==> src/rtl/countdown_timer.sv <==
// Loadable down-counting timer with prescaler, one-shot/periodic modes and pause/cancel.
// Emits a registered single-cycle expire pulse when the tick count runs out.
module countdown_timer #(
    parameter int unsigned WIDTH          = 16,
    parameter int unsigned PRESCALE_WIDTH = 8
) (
    input  logic                      clk,
    input  logic                      rst,
    input  logic                      load,
    input  logic [WIDTH-1:0]          load_value,
    input  logic [PRESCALE_WIDTH-1:0] prescale,
    input  logic                      periodic,
    input  logic                      pause,
    input  logic                      cancel,
    output logic                      busy,
    output logic                      expire,
    output logic [WIDTH-1:0]          remaining
);

    typedef enum logic {IDLE, RUN} state_e;

    localparam logic [WIDTH-1:0]          REM_ONE = WIDTH'(1);
    localparam logic [PRESCALE_WIDTH-1:0] PC_ONE  = PRESCALE_WIDTH'(1);

    state_e                    state_q,     state_d;
    logic [WIDTH-1:0]          remaining_q, remaining_d;
    logic [WIDTH-1:0]          reload_q,    reload_d;
    logic [PRESCALE_WIDTH-1:0] p_lat_q,     p_lat_d;
    logic [PRESCALE_WIDTH-1:0] pc_q,        pc_d;
    logic                      per_lat_q,   per_lat_d;
    logic                      expire_q,    expire_d;

    always_ff @(posedge clk) begin
        if (rst) begin
            state_q     <= IDLE;
            remaining_q <= '0;
            reload_q    <= '0;
            p_lat_q     <= '0;
            pc_q        <= '0;
            per_lat_q   <= 1'b0;
            expire_q    <= 1'b0;
        end else begin
            state_q     <= state_d;
            remaining_q <= remaining_d;
            reload_q    <= reload_d;
            p_lat_q     <= p_lat_d;
            pc_q        <= pc_d;
            per_lat_q   <= per_lat_d;
            expire_q    <= expire_d;
        end
    end

    // Priority: load > cancel > pause > tick step.
    always_comb begin
        state_d     = state_q;
        remaining_d = remaining_q;
        reload_d    = reload_q;
        p_lat_d     = p_lat_q;
        pc_d        = pc_q;
        per_lat_d   = per_lat_q;
        expire_d    = 1'b0;
        if (load) begin
            reload_d  = load_value;
            p_lat_d   = prescale;
            per_lat_d = periodic;
            pc_d      = '0;
            if (load_value != '0) begin
                remaining_d = load_value;
                state_d     = RUN;
            end else begin
                remaining_d = '0;
                state_d     = IDLE;
                expire_d    = 1'b1;
            end
        end else if (cancel) begin
            state_d     = IDLE;
            remaining_d = '0;
            pc_d        = '0;
        end else if (state_q == RUN && !pause) begin
            if (pc_q != p_lat_q) begin
                pc_d = pc_q + PC_ONE;
            end else begin
                pc_d = '0;
                if (remaining_q > REM_ONE) begin
                    remaining_d = remaining_q - REM_ONE;
                end else begin
                    // Terminal tick: remaining==1 (0 cannot occur while running).
                    expire_d = 1'b1;
                    if (per_lat_q) begin
                        remaining_d = reload_q;
                    end else begin
                        remaining_d = '0;
                        state_d     = IDLE;
                    end
                end
            end
        end
    end

    always_comb begin
        busy      = (state_q == RUN);
        expire    = expire_q;
        remaining = remaining_q;
    end

endmodule

==> config.mk <==
export PLATFORM = sky130hd
export DESIGN_NAME = countdown_timer
export DESIGN_NICKNAME = d
export VERILOG_FILES = /design/src/rtl/countdown_timer.sv
export SDC_FILE = /design/constraint.sdc
export NUM_CORES = 1
export LEC_CHECK = 0
export CORE_MARGIN = 3
export CORE_UTILIZATION = 35
export DETAILED_ROUTE_END_ITERATION = 12
export GPL_TIMING_DRIVEN = 0
export MAX_ROUTING_LAYER = met4
export PLACE_DENSITY = 0.67
export SYNTH_ARGS = -nofsm -noshare
export SYNTH_HDL_FRONTEND = slang
export SYNTH_SLANG_ARGS = --single-unit
==> constraint.sdc <==
create_clock -name clk -period 5.06 [get_ports clk]
set_clock_uncertainty 0.1 [all_clocks]
set_input_delay 0.506 -clock clk [delete_from_list [all_inputs] [get_ports clk]]
set_output_delay 0.506 -clock clk [all_outputs]
set_load 0.005 [all_outputs]
==> results.ini, run 1 <==
[run_status]
outcome=completed

[critical_path]
critical_path.n_buffers_inverters=1
crit-reg2reg-capture=remaining[10]
max_stage_delay_ns=0.71
cp-endpoint=remaining[10]
worst_path_max_delay_cell=nor3b_1
worstPathArrival_ns=2.66
worstReg2RegStart=remaining[0]
critical_path_cell_count=7
worst_setup_path_end_kind=flip-flop
critical_path_required_ns=5.18
register_to_register_setup_slack_ns=2.52
worst_r2r_path_depth=7
startpoint_of_the_most_critical_setup_path=remaining[0]
timing.critical_path.cells=inv_1 -> ha_1 -> nor3b_1 -> nand4b_1 -> a211oi_1 -> a221oi_1 -> o32ai_1
worst_path_dominant_cell_family=simple AND/OR/NAND/NOR gates
critical_path_peak_fanout=8
critical_path.startpoint_type=flip-flop
timing_worst_setup_path_type=flip-flop to flip-flop

[drt]
post_drt_via_cell_ratio=5.34
detailroute.via_count=2435
detail_route.wirelength_um=7430
initialDrtViolationCount=158
residual_antenna_violating_net_count_after_detailed_routing=0
remaining_drc_errors=0
route.detailed.wl_per_inst_um=16.3
detail_route.first_pass.iterations=4

[floorplan]
dieHeight_um=93.1
overall_die_area_mm2=0.00866
horizontal_die_dimension_um=93.1
num_io_pins=48
rows=31
core-area_mm2=0.00729
start_util=0.364

[logic_synthesis]
largest_family_of_logic_cells_by_synthesized_area=simple AND/OR/NAND/NOR gates
synthMuxAreaShare=0.0528
postSynthRegisterBits=51
synth_seq_area_share=0.385
synth-async-reset-ratio=0
synth_top_flop_cell=dfxtp_1
synth-compound-area-share=0.189
synthesis.nets=337
synth_xor_xnor_area_share=0.0660
syn-mean-instance-area_um2=8.73
yosysWarningCount=0
synthCells=304
post_synth_fa_ha_maj_area_fraction=0.0142
synth-edff-count=0
synth_area_mm2=0.00265
synth.distinct_cells=54
synth_simple_gate_area_frac=0.255

[place]
placedInstanceArea_mm2=0.00323
hpwl_um=5460
detailedPlace.worstSlack_ns=2.25
gpl_wtd_cong=0.890
placed_cells_incl_taps=448
port-buffer-count=45

[finish]
fill_cells=757
areaGrowthSynthToFinish_pct=26.0
final_layout_size_suffix_gt1_frac=0.0700
post-route-util=0.458
final_cell_count_no_fill=456
antenna_cell_count=0
design_area_mm2=0.00334
finalNetCount=389

[global_routing]
global_route_usage_over_all_layers=0.183
grt_antenna_before_repair=0
grt_start_max_net_pins=18
global_route_wire_length_before_repair_um=12200
global_route.overflow_total=0
first_global_vias=2462

[flow_run]
number_of_violations_of_the_max_capacitance_limit=0

[sta]
finalMaxSlewViolations=0
fin_ws_ns=2.52
clock.fmax_ghz=0.394
actual_transition_at_the_worst_max_transition_pin_ns=0.836
post_layout_min_period_ns=2.54
timing.final.hold_violations=0
setup_viol_count_final=0
totalNegativeSetupSlack_ns=0
rsz_0062_raised_after_global_routing=false
slew-limit-headroom=0.442
finalCritPeriodShare=0.501
worst_hold_slack_ns=0.376

[min_path]
hold_crit_path_type=flip-flop to flip-flop

[pwr]
power.density_mw_per_mm2=285
vdd.ir_drop.worst_v=0.000112
total_power_mw=0.952
p_leak_nw=1.18

[clocking]
postCtsResizedCells=0
h-tree-depth=2
clock_tree_from_tritoncts=yes
cts_hold_buf=0
numClockSinks=51
cts.root.buffer_cell=clkbuf_8
number_of_buffers_inserted_during_clock_tree_synthesis=5
number_of_buffers_added_for_setup_after_cts=0
clk-insertion-delay-late_ns=0.32
clock_slew_at_the_register_clock_pins_of_the_worst_setup_and_hold_paths_ns=0.10
clockBufferDepth=2

-- cell families (layout without fill, tap and decap cells) --
| kind of cell | after synthesis | after routing |
|---|---|---|
| adders and majority gates | 3 | 3 |
| DFF | 51 | 51 |
| and+or+nand+nor | 124 | 124 |
| xor gates and xnor gates | 20 | 20 |
| AOI/OAI and AO/OA | 69 | 69 |
| muxes | 14 | 14 |
| buffers and inverters | 23 | 76 |
-- metal layers --
layer | part of all wire | wire length (µm) | global-route usage
met5 | 0 | 0 | -
met4 | 0.0077 | 57 | 0.0598
met3 | 0.057 | 423 | 0.0322
met2 | 0.48 | 3580 | 0.295
met1 | 0.45 | 3370 | 0.235
-- cell usage in the layout, fill, tap and decap left out, drive strengths merged, types with 6 or more instances in the layout --
cell | netlist | final
nor3 | 17 | 17
dfxtp | 51 | 51
nor2 | 33 | 33
nand2 | 28 | 28
xnor2 | 15 | 15
buf | 6 | 6
nand2b | 13 | 13
mux2i | 14 | 14
nor4 | 8 | 8
a311oi | 12 | 12
inv | 5 | 6
nand3 | 7 | 7
a21oi | 18 | 18
clkdlybuf4s50 | 0 | 45
clkbuf | 12 | 17
a22oi | 6 | 6
o21ai | 9 | 9
-- state kept, by name, indices dropped and copies added (netlist names) --
signal / flops
p_lat_q: 8
remaining: 16
per_lat_q: 1
expire: 1
pc_q: 8
busy: 1
reload_q: 16
-- synth_stat cells, drive strengths merged, types with 2 or more instances --
cell	count	area, µm²
and4	4	36.3
nor2	33	126
nand2b	13	81.3
nor4	8	71.3
a21boi	4	30.0
inv	5	18.8
a221oi	2	17.5
clkbuf	12	45.0
nor3	17	96.4
a311oi	12	105
ha	3	37.5
o31ai	2	28.8
nand4	2	27.5
xor2	5	43.8
xnor2	15	131
o32ai	2	17.5
mux2i	14	140
a21oi	18	90.1
buf	6	36.3
dfxtp	51	1020
o21ai	9	45.0
nand4b	3	26.3
nand2	28	105
nand3	7	35.0
a211oi	3	27.5
a22oi	6	45.0
o21a	3	22.5
-- worst min path at each step --
stage            startpoint           end  slack [ns]  depth (start not counted)
2_1_floorplan  reload_q[15]  reload_q[15]        0.35                          2
3_3_place_gp    reload_q[9]   reload_q[9]        0.36                          2
3_5_place_dp    reload_q[2]   reload_q[2]        0.36                          2
4_1_cts                load   reload_q[6]        0.38                          3
5_1_grt                load   reload_q[4]        0.40                          3
6_report        reload_q[2]   reload_q[2]        0.38                          2
-- power by group --
part | switching [mW] | leakage, nW | internal (mW) | total [mW]
registers | 0.0251 | 0.420 | 0.424 | 0.449
logic | 0.108 | 0.707 | 0.0959 | 0.204
clock network | 0.150 | 0.0548 | 0.149 | 0.299
-- tightest hold or removal path, delay by kind of cell, from the launching register on --
| kind | cells | cell delay, ns |
|---|---|---|
| AOI/OAI and AO/OA | 1 | 0.06 |
| DFF | 1 | 0.32 |
| and+or+nand+nor | 1 | 0.06 |
-- cell type report --
cell class | count | area, µm² | area share
buffer | 18 | 81.3 | 0.0243
clock buffer | 5 | 68.8 | 0.0206
clock inverter | 3 | 46.3 | 0.0139
inverter | 5 | 18.8 | 0.00562
multi-input combinational | 230 | 1530 | 0.458
sequential | 51 | 1020 | 0.306
tap | 99 | 124 | 0.0371
timing repair buffer | 45 | 450 | 0.135
No activity file was read; power rests on OpenSTA's default activity.
==> run 2, diff against run 1 <==
--- a/config.mk
+++ b/config.mk
@@ -10,7 +10,7 @@
 export DETAILED_ROUTE_END_ITERATION = 12
 export GPL_TIMING_DRIVEN = 0
 export MAX_ROUTING_LAYER = met4
-export PLACE_DENSITY = 0.67
+export PLACE_DENSITY = 0.69
 export SYNTH_ARGS = -nofsm -noshare
 export SYNTH_HDL_FRONTEND = slang
 export SYNTH_SLANG_ARGS = --single-unit
==> constraint.sdc (replaced) <==
create_clock -name clk -period 2.05 [get_ports clk]
set_clock_uncertainty 0.1 [all_clocks]
set_input_delay 0.205 -clock clk [delete_from_list [all_inputs] [get_ports clk]]
set_output_delay 0.205 -clock clk [all_outputs]
set_load 0.005 [all_outputs]
==> run 2 against run 1 <==
Compared with the run above: register-to-register slack got worse by 2.5 ns; count of clock-buffer cells in the layout unchanged; global-route usage decreased by 0.22 points; critical path type unchanged; maximum frequency increased by 28%.
==> results.ini, run 2 (synthesis results as in run 1) <==
[drt]
initialDrtViolationCount=170  ; +7.6%
route.detailed.wl_per_inst_um=16.1  ; -1.4%
residual_antenna_violating_net_count_after_detailed_routing=0  ; unchanged
detailroute.via_count=2482  ; +1.9%
post_drt_via_cell_ratio=5.36  ; +0.39%
detail_route.first_pass.iterations=5  ; +1
detail_route.wirelength_um=7440  ; +0.15%
remaining_drc_errors=0  ; unchanged

[finish]
final_cell_count_no_fill=463  ; +1.5%
final_layout_size_suffix_gt1_frac=0.143  ; +0.0728
design_area_mm2=0.00347  ; +3.8%
multi_input_area_mm2=0.00159  ; +4.0%
antenna_cell_count=0  ; unchanged
seq_cell_area_mm2=0.00103  ; +1.3%
layout.cells.most_common=clkdlybuf4s50_1
commonest_cells_after_routing_fill_and_taps_aside=clkdlybuf4s50_1, dfxtp_1, nor2_1
areaGrowthSynthToFinish_pct=30.8
finalNetCount=396  ; +1.8%
fill_cells=749  ; -1.1%

[critical_path]
worstPathArrival_ns=2.10  ; -0.56 ns
critical_path.startpoint_type=flip-flop
timing_worst_setup_path_type=flip-flop to flip-flop
worst_setup_path_end_kind=flip-flop
critical_path_peak_fanout=7  ; -1
critical_path_required_ns=2.17  ; -3.01 ns

[clocking]
number_of_buffers_inserted_during_clock_tree_synthesis=5  ; unchanged
clk-insertion-delay-late_ns=0.31  ; about the same
clock_slew_at_the_register_clock_pins_of_the_worst_setup_and_hold_paths_ns=0.10  ; about the same
clockBufferDepth=2  ; unchanged
cts.root.buffer_cell=clkbuf_8
h-tree-depth=2  ; unchanged
clock_tree_from_tritoncts=yes
numClockSinks=51  ; unchanged

[global_routing]
global_route_wire_length_before_repair_um=12200  ; -0.52%
grt_start_max_net_pins=18  ; unchanged
global_route.overflow_total=0  ; unchanged
first_global_vias=2494  ; +1.3%
grt_antenna_before_repair=0  ; unchanged
global_route_usage_over_all_layers=0.181  ; -0.00222

[sta]
clock.fmax_ghz=0.505  ; +28%
finalCritPeriodShare=0.966  ; +0.465
setup_viol_count_final=0  ; unchanged
slew-limit-headroom=0.511  ; +0.0694
actual_transition_at_the_worst_max_transition_pin_ns=0.734  ; -0.102 ns
rsz_0062_raised_after_global_routing=true
timing.final.hold_violations=0  ; unchanged
totalNegativeSetupSlack_ns=0  ; unchanged
finalMaxSlewViolations=0  ; unchanged
post_layout_min_period_ns=1.98  ; -0.557 ns

[floorplan]
num_io_pins=48  ; unchanged
horizontal_die_dimension_um=93.1  ; unchanged
rows=31  ; unchanged
overall_die_area_mm2=0.00866  ; unchanged
dieHeight_um=93.1  ; unchanged
start_util=0.364  ; unchanged
core-area_mm2=0.00729  ; unchanged

[pwr]
power.share.sequential=0.488  ; +0.016
p_leak_nw=1.23  ; +4.5%
total_switching_power_mw=0.715  ; +150%
vdd.ir_drop.worst_v=0.000287  ; +160%
power.internal_mw=1.57  ; +130%
power.clock.fraction=0.269  ; -0.045
pwr-share-comb=0.242  ; +0.028
power.density_mw_per_mm2=658  ; +130%
power.share.switching=0.313  ; +0.0160

[place]
hpwl_um=5370  ; -1.8%
placed_cells_incl_taps=448  ; unchanged
placedInstanceArea_mm2=0.00323  ; unchanged
gpl_wtd_cong=0.892  ; +0.20%
port-buffer-count=45  ; unchanged

[flow_run]
number_of_violations_of_the_max_capacitance_limit=0  ; unchanged

[run_status]
outcome=completed

[min_path]
hold_crit_path_type=primary input to flip-flop

[run 2: changes by cell type in the layout (fill, tap and decap cells not counted), sizes merged]
| cell | before | now |
|---|---|---|
| bufinv | 1 | 0 |
| clkbuf | 17 | 18 |
| clkinvlp | 1 | 0 |
| buf | 6 | 12 |
| inv | 6 | 7 |
| clkinv | 0 | 1 |
[run 2: critical path: stages, from the launching register on]
cell and delay (ns):
dfxtp_1 0.33, buf_2 0.18, or4_4 0.58, nor4_2 0.20, xor2_1 0.19, a22oi_1 0.08
a311oi_1 0.24
[run 2: layout make-up]
cell class,count,share of cell area
tap,99,0.0357
inverter,5,0.00541
sequential,51,0.298
clock inverter,3,0.00649
multi-input combinational,230,0.459
timing repair buffer,53,0.151
buffer,17,0.0245
clock buffer,5,0.0198
[run 2: through the flow]
stage,util,hold WS [ns],setup slack (ns),power [mW]
3_5_place_dp,0.443,0.366,-0.434,1.63
6_report,0.476,0.0920,0.0699,2.28
3_3_place_gp,0.443,0.358,-0.435,1.62
2_1_floorplan,-,0.252,0.117,1.42
5_1_grt,0.476,0.109,-0.0272,2.40
4_1_cts,0.468,0.0882,0.000802,2.26
[run 2: path summary, 6_finish.rpt]
check / startpoint / endpoint / slack [ns] / cells after the start
max: remaining[2] / remaining[7] / 0.07 / 6
min: load / reload_q[6] / 0.09 / 3
max reg2reg: remaining[2] / remaining[7] / 0.07 / 6
min reg2reg: reload_q[1] / reload_q[1] / 0.38 / 2
[run 2: repair_timing]
| item | in CTS | in global routing |
|---|---|---|
| resized for setup | 10 | 20 |
| buffers inserted | 6 | 2 |
| setup endpoints to repair | 23 | 23 |
| hold buffers | 0 | 0 |
| pin swaps | 3 | 5 |
[run 2: power groups by stage]
stage	clock network, mW	registers (mW)	logic, mW
2_1_floorplan	0	1.12	0.307
5_1_grt	0.669	1.12	0.608
3_3_place_gp	0	1.13	0.493
4_1_cts	0.619	1.11	0.532
3_5_place_dp	0	1.13	0.501
6_report	0.614	1.11	0.553
[run 2: routing by layer]
layer,vias up,GRT usage,wire length [µm]
li1,1226,-,-
met1,1181,0.230,3390
met2,65,0.293,3570
met3,10,0.0402,398
met4,0,0.0464,85
met5,-,-,0
==> run 3, diff against run 2 <==
--- a/config.mk
+++ b/config.mk
@@ -5,6 +5,7 @@
 export SDC_FILE = /design/constraint.sdc
 export NUM_CORES = 1
 export LEC_CHECK = 0
+export CORE_ASPECT_RATIO = 1.2
 export CORE_MARGIN = 3
 export CORE_UTILIZATION = 35
 export DETAILED_ROUTE_END_ITERATION = 12
==> run 3 against run 2 <==
Compared with the run above: die area about the same; register-to-register slack hardly changed; critical path type unchanged; final cell count decreased by 2.2%.
==> results.ini, run 3 (synthesis results as in run 1) <==
[clocking]
clock_slew_at_the_register_clock_pins_of_the_worst_setup_and_hold_paths_ns=0.10  ; about the same
number_of_buffers_inserted_during_clock_tree_synthesis=5  ; unchanged
h-tree-depth=2  ; unchanged
cts.root.buffer_cell=clkbuf_8
numClockSinks=51  ; unchanged
clockBufferDepth=2  ; unchanged
clk-insertion-delay-late_ns=0.31  ; about the same
clock_tree_from_tritoncts=yes

[finish]
design_area_mm2=0.00352  ; +1.4%
fill_cells=704  ; -6.0%
seq_cell_area_mm2=0.00104  ; +0.12%
areaGrowthSynthToFinish_pct=32.6
layout.cells.most_common=clkdlybuf4s50_1
multi_input_area_mm2=0.00164  ; +2.7%
antenna_cell_count=0  ; unchanged
finalNetCount=395  ; -0.25%
final_cell_count_no_fill=453  ; -2.2%
final_layout_size_suffix_gt1_frac=0.138  ; -0.00512
commonest_cells_after_routing_fill_and_taps_aside=clkdlybuf4s50_1, dfxtp_1, nor2_1
post-route-util=0.481  ; +0.00504

[critical_path]
worst_setup_path_end_kind=flip-flop
critical_path.startpoint_type=flip-flop
timing_worst_setup_path_type=flip-flop to flip-flop
worst_r2r_path_depth=7  ; +1
critical_path_required_ns=2.13  ; -0.04 ns
worst_path_max_delay_cell=dfxtp_2
max_stage_delay_ns=0.36  ; -0.22 ns
timing.critical_path.cells=nor4_4 -> buf_4 -> and4_2 -> buf_2 -> a211oi_1 -> a221oi_1 -> o32ai_1
critical_path_peak_fanout=6  ; -1
worstPathArrival_ns=2.07  ; -0.03 ns

[pwr]
power.density_mw_per_mm2=714  ; +8.5%
p_leak_nw=1.25  ; +1.4%
vdd.ir_drop.worst_v=0.000341  ; +19%

[drt]
route.detailed.wl_per_inst_um=16.5  ; +2.7%
remaining_drc_errors=0  ; unchanged
detailroute.via_count=2520  ; +1.5%
residual_antenna_violating_net_count_after_detailed_routing=0  ; unchanged
post_drt_via_cell_ratio=5.56  ; +3.8%
initialDrtViolationCount=219  ; +29%
detail_route.first_pass.iterations=5  ; unchanged
detail_route.wirelength_um=7480  ; +0.47%

[global_routing]
global_route.overflow_total=0  ; unchanged
global_route_usage_over_all_layers=0.177  ; -0.00441
grt_antenna_before_repair=0  ; unchanged
first_global_vias=2424  ; -2.8%
grt_start_max_net_pins=17  ; -1
global_route_wire_length_before_repair_um=11900  ; -2.3%

[place]
port-buffer-count=45  ; unchanged
hpwl_um=5530  ; +3.1%
detailedPlace.worstSlack_ns=-0.526  ; -0.0917 ns
placed_cells_incl_taps=439  ; -2.0%
gpl_wtd_cong=0.863  ; -3.3%
placedInstanceArea_mm2=0.00322  ; -0.35%

[floorplan]
start_util=0.363  ; -0.00124
dieHeight_um=101  ; +8.9%
rows=34  ; +9.7%
core-area_mm2=0.00732  ; +0.34%
horizontal_die_dimension_um=85.5  ; -8.2%
overall_die_area_mm2=0.00866  ; about the same
num_io_pins=48  ; unchanged

[sta]
finalMaxSlewViolations=0  ; unchanged
actual_transition_at_the_worst_max_transition_pin_ns=0.714  ; -0.0192 ns
fin_ws_ns=0.0645  ; -0.00538 ns
clock.fmax_ghz=0.504  ; -0.27%
finalCritPeriodShare=0.969  ; +0.00262
rsz_0062_raised_after_global_routing=true
slew-limit-headroom=0.524  ; +0.0128
post_layout_min_period_ns=1.99  ; +0.00538 ns
setup_viol_count_final=0  ; unchanged
timing.final.hold_violations=0  ; unchanged

[min_path]
worstHoldPathCells=3  ; unchanged
hold_crit_path_type=primary input to flip-flop

[run_status]
outcome=completed

[flow_run]
number_of_violations_of_the_max_capacitance_limit=0  ; unchanged

## run 3: metal layers
layer	track usage	up-vias	part of all wire
li1	-	1237	-
met1	0.212	1154	0.41
met2	0.292	110	0.50
met3	0.0285	19	0.056
met4	0.0767	0	0.031
met5	-	-	0
## run 3: final timing paths
path,startpoint,slack (ns),end
worst max-delay path,remaining[9],0.06,remaining[10]
worst min-delay path,load,0.1,reload_q[6]
worst max register to register,remaining[9],0.06,remaining[10]
worst min register to register,reload_q[14],0.38,remaining[14]
## run 3: final cells by class
| type | count | share of cell area |
|---|---|---|
| Multi-Input combinational cell | 231 | 0.465 |
| Sequential cell | 51 | 0.294 |
| Timing Repair Buffer | 50 | 0.139 |
| Tap cell | 90 | 0.0320 |
| Buffer | 18 | 0.0260 |
| Clock buffer | 5 | 0.0196 |
| Clock inverter | 3 | 0.0192 |
| Inverter | 5 | 0.00533 |
## run 3: what timing repair did
item | 4_1_cts | 5_1_grt
cloned | 1 | 0
resized for setup | 10 | 24
pin swaps | 3 | 3
hold buffers | 0 | 0
endpoints found under the setup margin | 23 | 16
setup buffers | 5 | 0
## run 3: critical path: cells and delay by family, from the launching register on
kind	cells	cell delay, ns
AO/OA/AOI/OAI	3	0.57
AND/OR/NAND/NOR	2	0.46
flip-flops	1	0.36
buffers and inverters	2	0.35
## run 3: per-stage QoR
stage          power, mW  hold slack [ns]   TNS, ns
2_1_floorplan       1.42            0.252         0
3_3_place_gp        1.62            0.361     -7.67
3_5_place_dp        1.63            0.363     -8.16
4_1_cts             2.49           0.0899  -0.00475
5_1_grt             2.63            0.102   -0.0991
6_report            2.51           0.0992         0
## run 3: where the power goes
group          switching (mW)  internal [mW]
Clock                   0.343          0.487
Combinational           0.289          0.273
Sequential             0.0705           1.05
Total                   0.702           1.81
